<file path="config.mk">
export PLATFORM = sky130hd
export DESIGN_NAME = program_sequencer
export DESIGN_NICKNAME = d
export VERILOG_FILES = /design/src/rtl/grayblast_pkg.sv /design/src/rtl/seq_prog_mem.sv /design/src/rtl/program_sequencer.sv
export SDC_FILE = /design/constraint.sdc
export NUM_CORES = 1
export LEC_CHECK = 0
export ABC_AREA = 1
export CAP_MARGIN = 20
export CORE_ASPECT_RATIO = 1.2
export CORE_MARGIN = 5
export CORE_UTILIZATION = 56
export CTS_CLUSTER_DIAMETER = 40
export DETAILED_ROUTE_END_ITERATION = 6
export GPL_ROUTABILITY_DRIVEN = 0
export PLACE_DENSITY_LB_ADDON = 0.05
export SLEW_MARGIN = 15
export SYNTH_ARGS = -nofsm -noshare
export SYNTH_HDL_FRONTEND = slang
export SYNTH_HIERARCHICAL = 1
export SYNTH_SLANG_ARGS = --single-unit
</file>
<file path="constraint.sdc">
create_clock -name clk -period 2.05 [get_ports clk]
set_input_delay 0.41 -clock clk [delete_from_list [all_inputs] [get_ports clk]]
set_output_delay 0.41 -clock clk [all_outputs]
set_load 0.1 [all_outputs]
</file>
<file path="src/rtl/grayblast_pkg.sv">
// Shared opcode field positions, sequencer sub-op codes and FSM states
// for the program sequencer.
package grayblast_pkg;

    localparam int OP_CLASS_HI = 15;
    localparam int OP_CLASS_LO = 14;
    localparam int OP_SEQ_BIT  = 3;
    localparam int OP_SUB_HI   = 2;
    localparam int OP_SUB_LO   = 0;
    localparam int OP_CNT_HI   = 13;
    localparam int OP_CNT_LO   = 8;

    localparam logic [1:0] OP_CLASS_CTRL = 2'b11;

    localparam logic [2:0] SEQ_END     = 3'b000;
    localparam logic [2:0] SEQ_LOOP    = 3'b001;
    localparam logic [2:0] SEQ_ENDLOOP = 3'b010;

    typedef enum logic [1:0] {
        ST_IDLE = 2'd0,
        ST_RUN  = 2'd1,
        ST_DONE = 2'd2
    } seq_state_e;

    function automatic logic is_seq_ctrl(input logic [15:0] w);
        return (w[OP_CLASS_HI:OP_CLASS_LO] == OP_CLASS_CTRL) && w[OP_SEQ_BIT];
    endfunction

endpackage

</file>
<file path="src/rtl/seq_prog_mem.sv">
// Program store: register file with one synchronous write port and
// one asynchronous read port. Contents are not reset.
module seq_prog_mem #(
    parameter int DEPTH = 32,
    parameter int AW    = 5
) (
    input  logic          clk,
    input  logic          we,
    input  logic [AW-1:0] waddr,
    input  logic [15:0]   wdata,
    input  logic [AW-1:0] raddr,
    output logic [15:0]   rdata
);

    logic [15:0] mem [DEPTH];

    always_ff @(posedge clk) begin
        if (we) begin
            mem[waddr] <= wdata;
        end
    end

    assign rdata = mem[raddr];

endmodule

</file>
<file path="src/rtl/program_sequencer.sv">
// Instruction sequencer feeding the core array one opcode per clock.
// Optional single-step control is built when PROGRAM_SEQ_STEP_EN is defined.
module program_sequencer
    import grayblast_pkg::*;
#(
    parameter int PROG_DEPTH = 32,
    parameter int ADDR_W     = $clog2(PROG_DEPTH),
    parameter int LOOP_W     = 6
) (
    input  logic              clk,
    input  logic              rst_n,
    input  logic              prog_we,
    input  logic [ADDR_W-1:0] prog_addr,
    input  logic [15:0]       prog_data,
    input  logic              start,
`ifdef PROGRAM_SEQ_STEP_EN
    input  logic              step,
    input  logic              step_mode,
`endif
    output logic              busy,
    output logic              done,
    output logic [ADDR_W-1:0] pc,
    output logic [15:0]       opcode,
    output logic              execute
);

    seq_state_e        state_q, state_d;
    logic [ADDR_W-1:0] pc_q, pc_d;
    logic [ADDR_W-1:0] lstart_q, lstart_d;
    logic [LOOP_W-1:0] cnt_q, cnt_d;
    logic [15:0]       op_q, op_d;
    logic              exe_q, exe_d;
    logic              wrap_q, wrap_d;

    logic [15:0]       word;
    logic              adv;
    logic              last;
    logic              ctrl;
    logic [2:0]        sub;
    logic [ADDR_W-1:0] pc_inc;

    seq_prog_mem #(
        .DEPTH (PROG_DEPTH),
        .AW    (ADDR_W)
    ) u_mem (
        .clk   (clk),
        .we    (prog_we && !busy),
        .waddr (prog_addr),
        .wdata (prog_data),
        .raddr (pc_q),
        .rdata (word)
    );

`ifdef PROGRAM_SEQ_STEP_EN
    assign adv = !step_mode || step;
`else
    assign adv = 1'b1;
`endif

    assign last   = (pc_q == ADDR_W'(PROG_DEPTH - 1));
    assign ctrl   = is_seq_ctrl(word);
    assign sub    = word[OP_SUB_HI:OP_SUB_LO];
    assign pc_inc = pc_q + ADDR_W'(1);

    always_comb begin
        state_d  = state_q;
        pc_d     = pc_q;
        lstart_d = lstart_q;
        cnt_d    = cnt_q;
        op_d     = op_q;
        exe_d    = 1'b0;
        wrap_d   = wrap_q;
        unique case (state_q)
            ST_IDLE: begin
                if (start) begin
                    state_d = ST_RUN;
                    pc_d    = '0;
                    wrap_d  = 1'b0;
                end
            end
            ST_RUN: begin
                if (adv) begin
                    // last word was issued; let it show before done
                    if (wrap_q) begin
                        state_d = ST_DONE;
                        wrap_d  = 1'b0;
                    end else if (ctrl) begin
                        unique case (1'b1)
                            (sub == SEQ_END): begin
                                state_d = ST_DONE;
                            end
                            (sub == SEQ_ENDLOOP) && (cnt_q != '0): begin
                                cnt_d = cnt_q - LOOP_W'(1);
                                pc_d  = lstart_q;
                            end
                            default: begin
                                if (sub == SEQ_LOOP) begin
                                    cnt_d    = LOOP_W'(word[OP_CNT_HI:OP_CNT_LO]);
                                    lstart_d = pc_inc;
                                end
                                if (last) begin
                                    state_d = ST_DONE;
                                end else begin
                                    pc_d = pc_inc;
                                end
                            end
                        endcase
                    end else begin
                        op_d  = word;
                        exe_d = 1'b1;
                        if (last) begin
                            wrap_d = 1'b1;
                        end else begin
                            pc_d = pc_inc;
                        end
                    end
                end
            end
            ST_DONE: begin
                state_d = ST_IDLE;
            end
            default: begin
                state_d = ST_IDLE;
            end
        endcase
    end

    always_ff @(posedge clk or negedge rst_n) begin
        if (!rst_n) begin
            state_q  <= ST_IDLE;
            pc_q     <= '0;
            lstart_q <= '0;
            cnt_q    <= '0;
            op_q     <= '0;
            exe_q    <= 1'b0;
            wrap_q   <= 1'b0;
        end else begin
            state_q  <= state_d;
            pc_q     <= pc_d;
            lstart_q <= lstart_d;
            cnt_q    <= cnt_d;
            op_q     <= op_d;
            exe_q    <= exe_d;
            wrap_q   <= wrap_d;
        end
    end

    assign busy    = (state_q != ST_IDLE);
    assign done    = (state_q == ST_DONE);
    assign pc      = pc_q;
    assign opcode  = op_q;
    assign execute = exe_q;

endmodule

</file>
==> impl_results.md <==
- Cells after synthesis: 2023
- FF-to-FF Start: pc[0]
- # nets final: 2308
- Setup WS post-layout: -0.524 ns
- Synth area leader: edfxtp_1
- YS warnings: 6
- Worst skew pair latency: 0.60 ns
- Post-placement worst setup slack: -0.479 ns
- Ant diodes: 0
- CP required: approximately 2.5 ns
- Syn_area_per_cell: 11.3 um^2
- CTS root buffer: clkbuf_16
- HP Class: input port to asynchronous set/reset pin
- Max_cap viols: 0
- Site Rows: 81
- Initial antenna violation count: 0
- Global Route Usage Sum: 0.270
- RSZ-0062 raised after global routing: true
- Critical Path AT: slightly above 3 ns
- Worst-path maximum fanout: 8
- CTS buffer count: 57
- First-pass GRT wire length: 93300 um
- CTS tree: done
- Yosys reg bits: approximately 550
- Final core utilization: 0.719
- Crit-path cells: clkinv_8, buf_12, buf_12, buf_16, nand2_4, nand3_2, nand3_2, nand2_1, nand2_1, nand2_1, nand2_1, nand2_2, inv_4, nor3_4, nand2_4, clkbuf_16, nand2_4, nand2_2, nand2_1, nand2_1
- Dpl cells: 2711
- DR WL/cell: 22.2 um
- Largest net degree at the start of global routing: 37
- Power, Total: 44.5 mW
- Depth of the CTS H-tree: 2
- CP Launch Type: flip-flop
- Die area: 0.0450 mm^2
- # DRC: 1
- Grt ovf: 0
- Worst r2r path cells: 20
- Die Ht: 232 um
- Share of cells above drive strength 1: 0.227
- Commonest non-fill, non-tap cell in the layout: nand2_1
- Tcrit/Tclk final: 1.26
- Worst VDD drop: 0.00176 V
- Actual slew at the worst max-slew pin: 0.489 ns
- CP startpoint: pc[0]
- R2r endpoint: cnt_q[3]
- Final Non-Filler Cells: around 2900
- Endpoints failing hold: 0
- CTS Sinks: 548
- Number of I/O pins: 49
- Starting density of the core: 0.563
- DRT Pass-1 Iters: 7
- Post-CTS Hold Buffers: 0
- Run status: complete, but fails checks
- Area delta synth->final: 27.6%
- Register area share after synthesis: 0.711
- Pwr/cell area: about 1500 mW/mm^2
- Max frequency: 388 MHz
- Relative slew slack: 0.674
- Delay of the slowest critical-path stage: 0.54 ns
- Top cells by area, synth: edfxtp_1 67%, nand2_1 14%, nand3_1 9.0%
- R2r setup slk: -0.52 ns
- Violated checks: DRC, setup timing
- Routed vias/inst: ~5.7
- Max-slew violation count: 0
- Antenna-violating nets left: 0
- Port bufs: between 40 and 50
- Routed vias: roughly 16000
- Crit-path slowest cell: dfrtp_4
- Setup crit end: cnt_q[3]
- Skew final: ~0.031 ns
- Fin crit period: 2.57 ns
- Most frequent cells in the layout: 773 x nand2_1, 512 x edfxtp_1, 374 x nand3_1
- Synth top area share: 0.672
- Clock transition at the registers of the reported paths: 0.06 ns
- DRT iter0 DRCs: 1914
- Type of element capturing the critical path: flip-flop
- Crit path kind: flip-flop to flip-flop
- Hpwl dp: 38200 um
- Vias in the first global route: 15700
- Synth unique cells: 35
- Drt total wl: 63500 um
- P_leak: 11.3 nW
- Die width: 195 um
- Hold Slack: approximately 0.25 ns
- Synthesized area: 0.0229 mm^2
- Core area: 0.0406 mm^2
- Syn nets: roughly 2100
- Clock Path Buffers: 3
- Number of setup violations in the final report: 37
- CP dominant cell by count: nand2_1
[logic make-up (layout without fill, tap and decap cells)]
logic type | after synthesis | in the layout | synth area share
DFF | 548 | 548 | 0.711
buffers and inverters | 148 | 447 | 0.0407
and+or+nand+nor | 1299 | 1300 | 0.239
xor gates and xnor gates | 2 | 2 | 0.000765
adders and majority gates | 6 | 6 | 0.00328
AOI/OAI and AO/OA | 20 | 20 | 0.00519
[critical path, delay by kind of cell, from the launching register on]
family                 cells  cell delay (ns)
buffers and inverters      6             0.67
flip-flops                 1             0.54
AND/OR/NAND/NOR           14             1.24
[synthesized netlist by cell type (all sizes together)]
master  count
a21o        1
a21oi       5
buf        93
clkbuf     19
clkinv      1
dfrtp      36
edfxtp    512
ha          6
inv        35
nand2     831
nand3     414
nand3b      3
nand4       7
nor2       42
nor3        1
o21ai      14
or2         1
xnor2       1
xor2        1
[worst min-delay path by stage]
stage | startpoint | endpoint | slack [ns] | depth (start not counted)
after floorplan | rst_n | cnt_q[0] | 0.11 | 0
after global placement | opcode[13] | opcode[13] | 0.46 | 2
after detailed placement | opcode[14] | opcode[14] | 0.47 | 2
after CTS | rst_n | opcode[12] | 0.25 | 2
after global routing | rst_n | opcode[12] | 0.32 | 2
final | rst_n | opcode[12] | 0.25 | 2
[per-layer routing]
metal  up-vias  routed length, um  global-route usage
li1       7508                  -                   -
met1      7913              25300               0.382
met2       791              31100               0.444
met3       124               5090              0.0315
met4         0               2030              0.0879
met5         -                  0                   0
[through the flow]
step / cell area [um^2] / TNS (ns)
2_1_floorplan: 23300 / -161.51
3_3_place_gp: 26000 / -12.98
3_5_place_dp: 26000 / -15.33
4_1_cts: 28100 / -13.35
5_1_grt: 29200 / -18.65
6_report: 29200 / -14.43
[flip-flops by register name, indices dropped and copies added (netlist names)]
| signal | flops |
|---|---|
| pc | 5 |
| cnt_q | 6 |
| wrap_q | 1 |
| u_mem/mem | 512 |
| lstart_q | 5 |
| execute | 1 |
| state_q | 2 |
| opcode | 16 |
[what timing repair did]
item / CTS / global route
setup buffers: 0 / 32
gates cloned: 2 / 12
resized for setup: 15 / 151
hold endpoints to repair: 0 / 0
pin swaps: 0 / 43
setup endpoints to repair: 39 / 44
[final cells by class]
| class | count | area [um^2] |
|---|---|---|
| flip-flops and latches | 548 | 16300 |
| fillers | 2834 | 11400 |
| multi-input cells | 1328 | 6430 |
| repair buffers | 305 | 3690 |
| clock buffers | 73 | 1550 |
| well taps | 539 | 674 |
| clock inverters | 32 | 399 |
| inverters | 36 | 174 |
| repair inverters | 1 | 8.76 |
[where the power goes]
| part | switching [mW] | leakage, nW | internal [mW] | total (mW) |
|---|---|---|---|---|
| Sequential | 0.261 | 5.05 | 12.6 | 12.9 |
| Combinational | 13.0 | 5.31 | 8.02 | 21.0 |
| Clock | 4.26 | 0.918 | 6.36 | 10.6 |
| Total | 17.5 | 11.3 | 27.0 | 44.5 |
(Power assumes the default switching activity.)
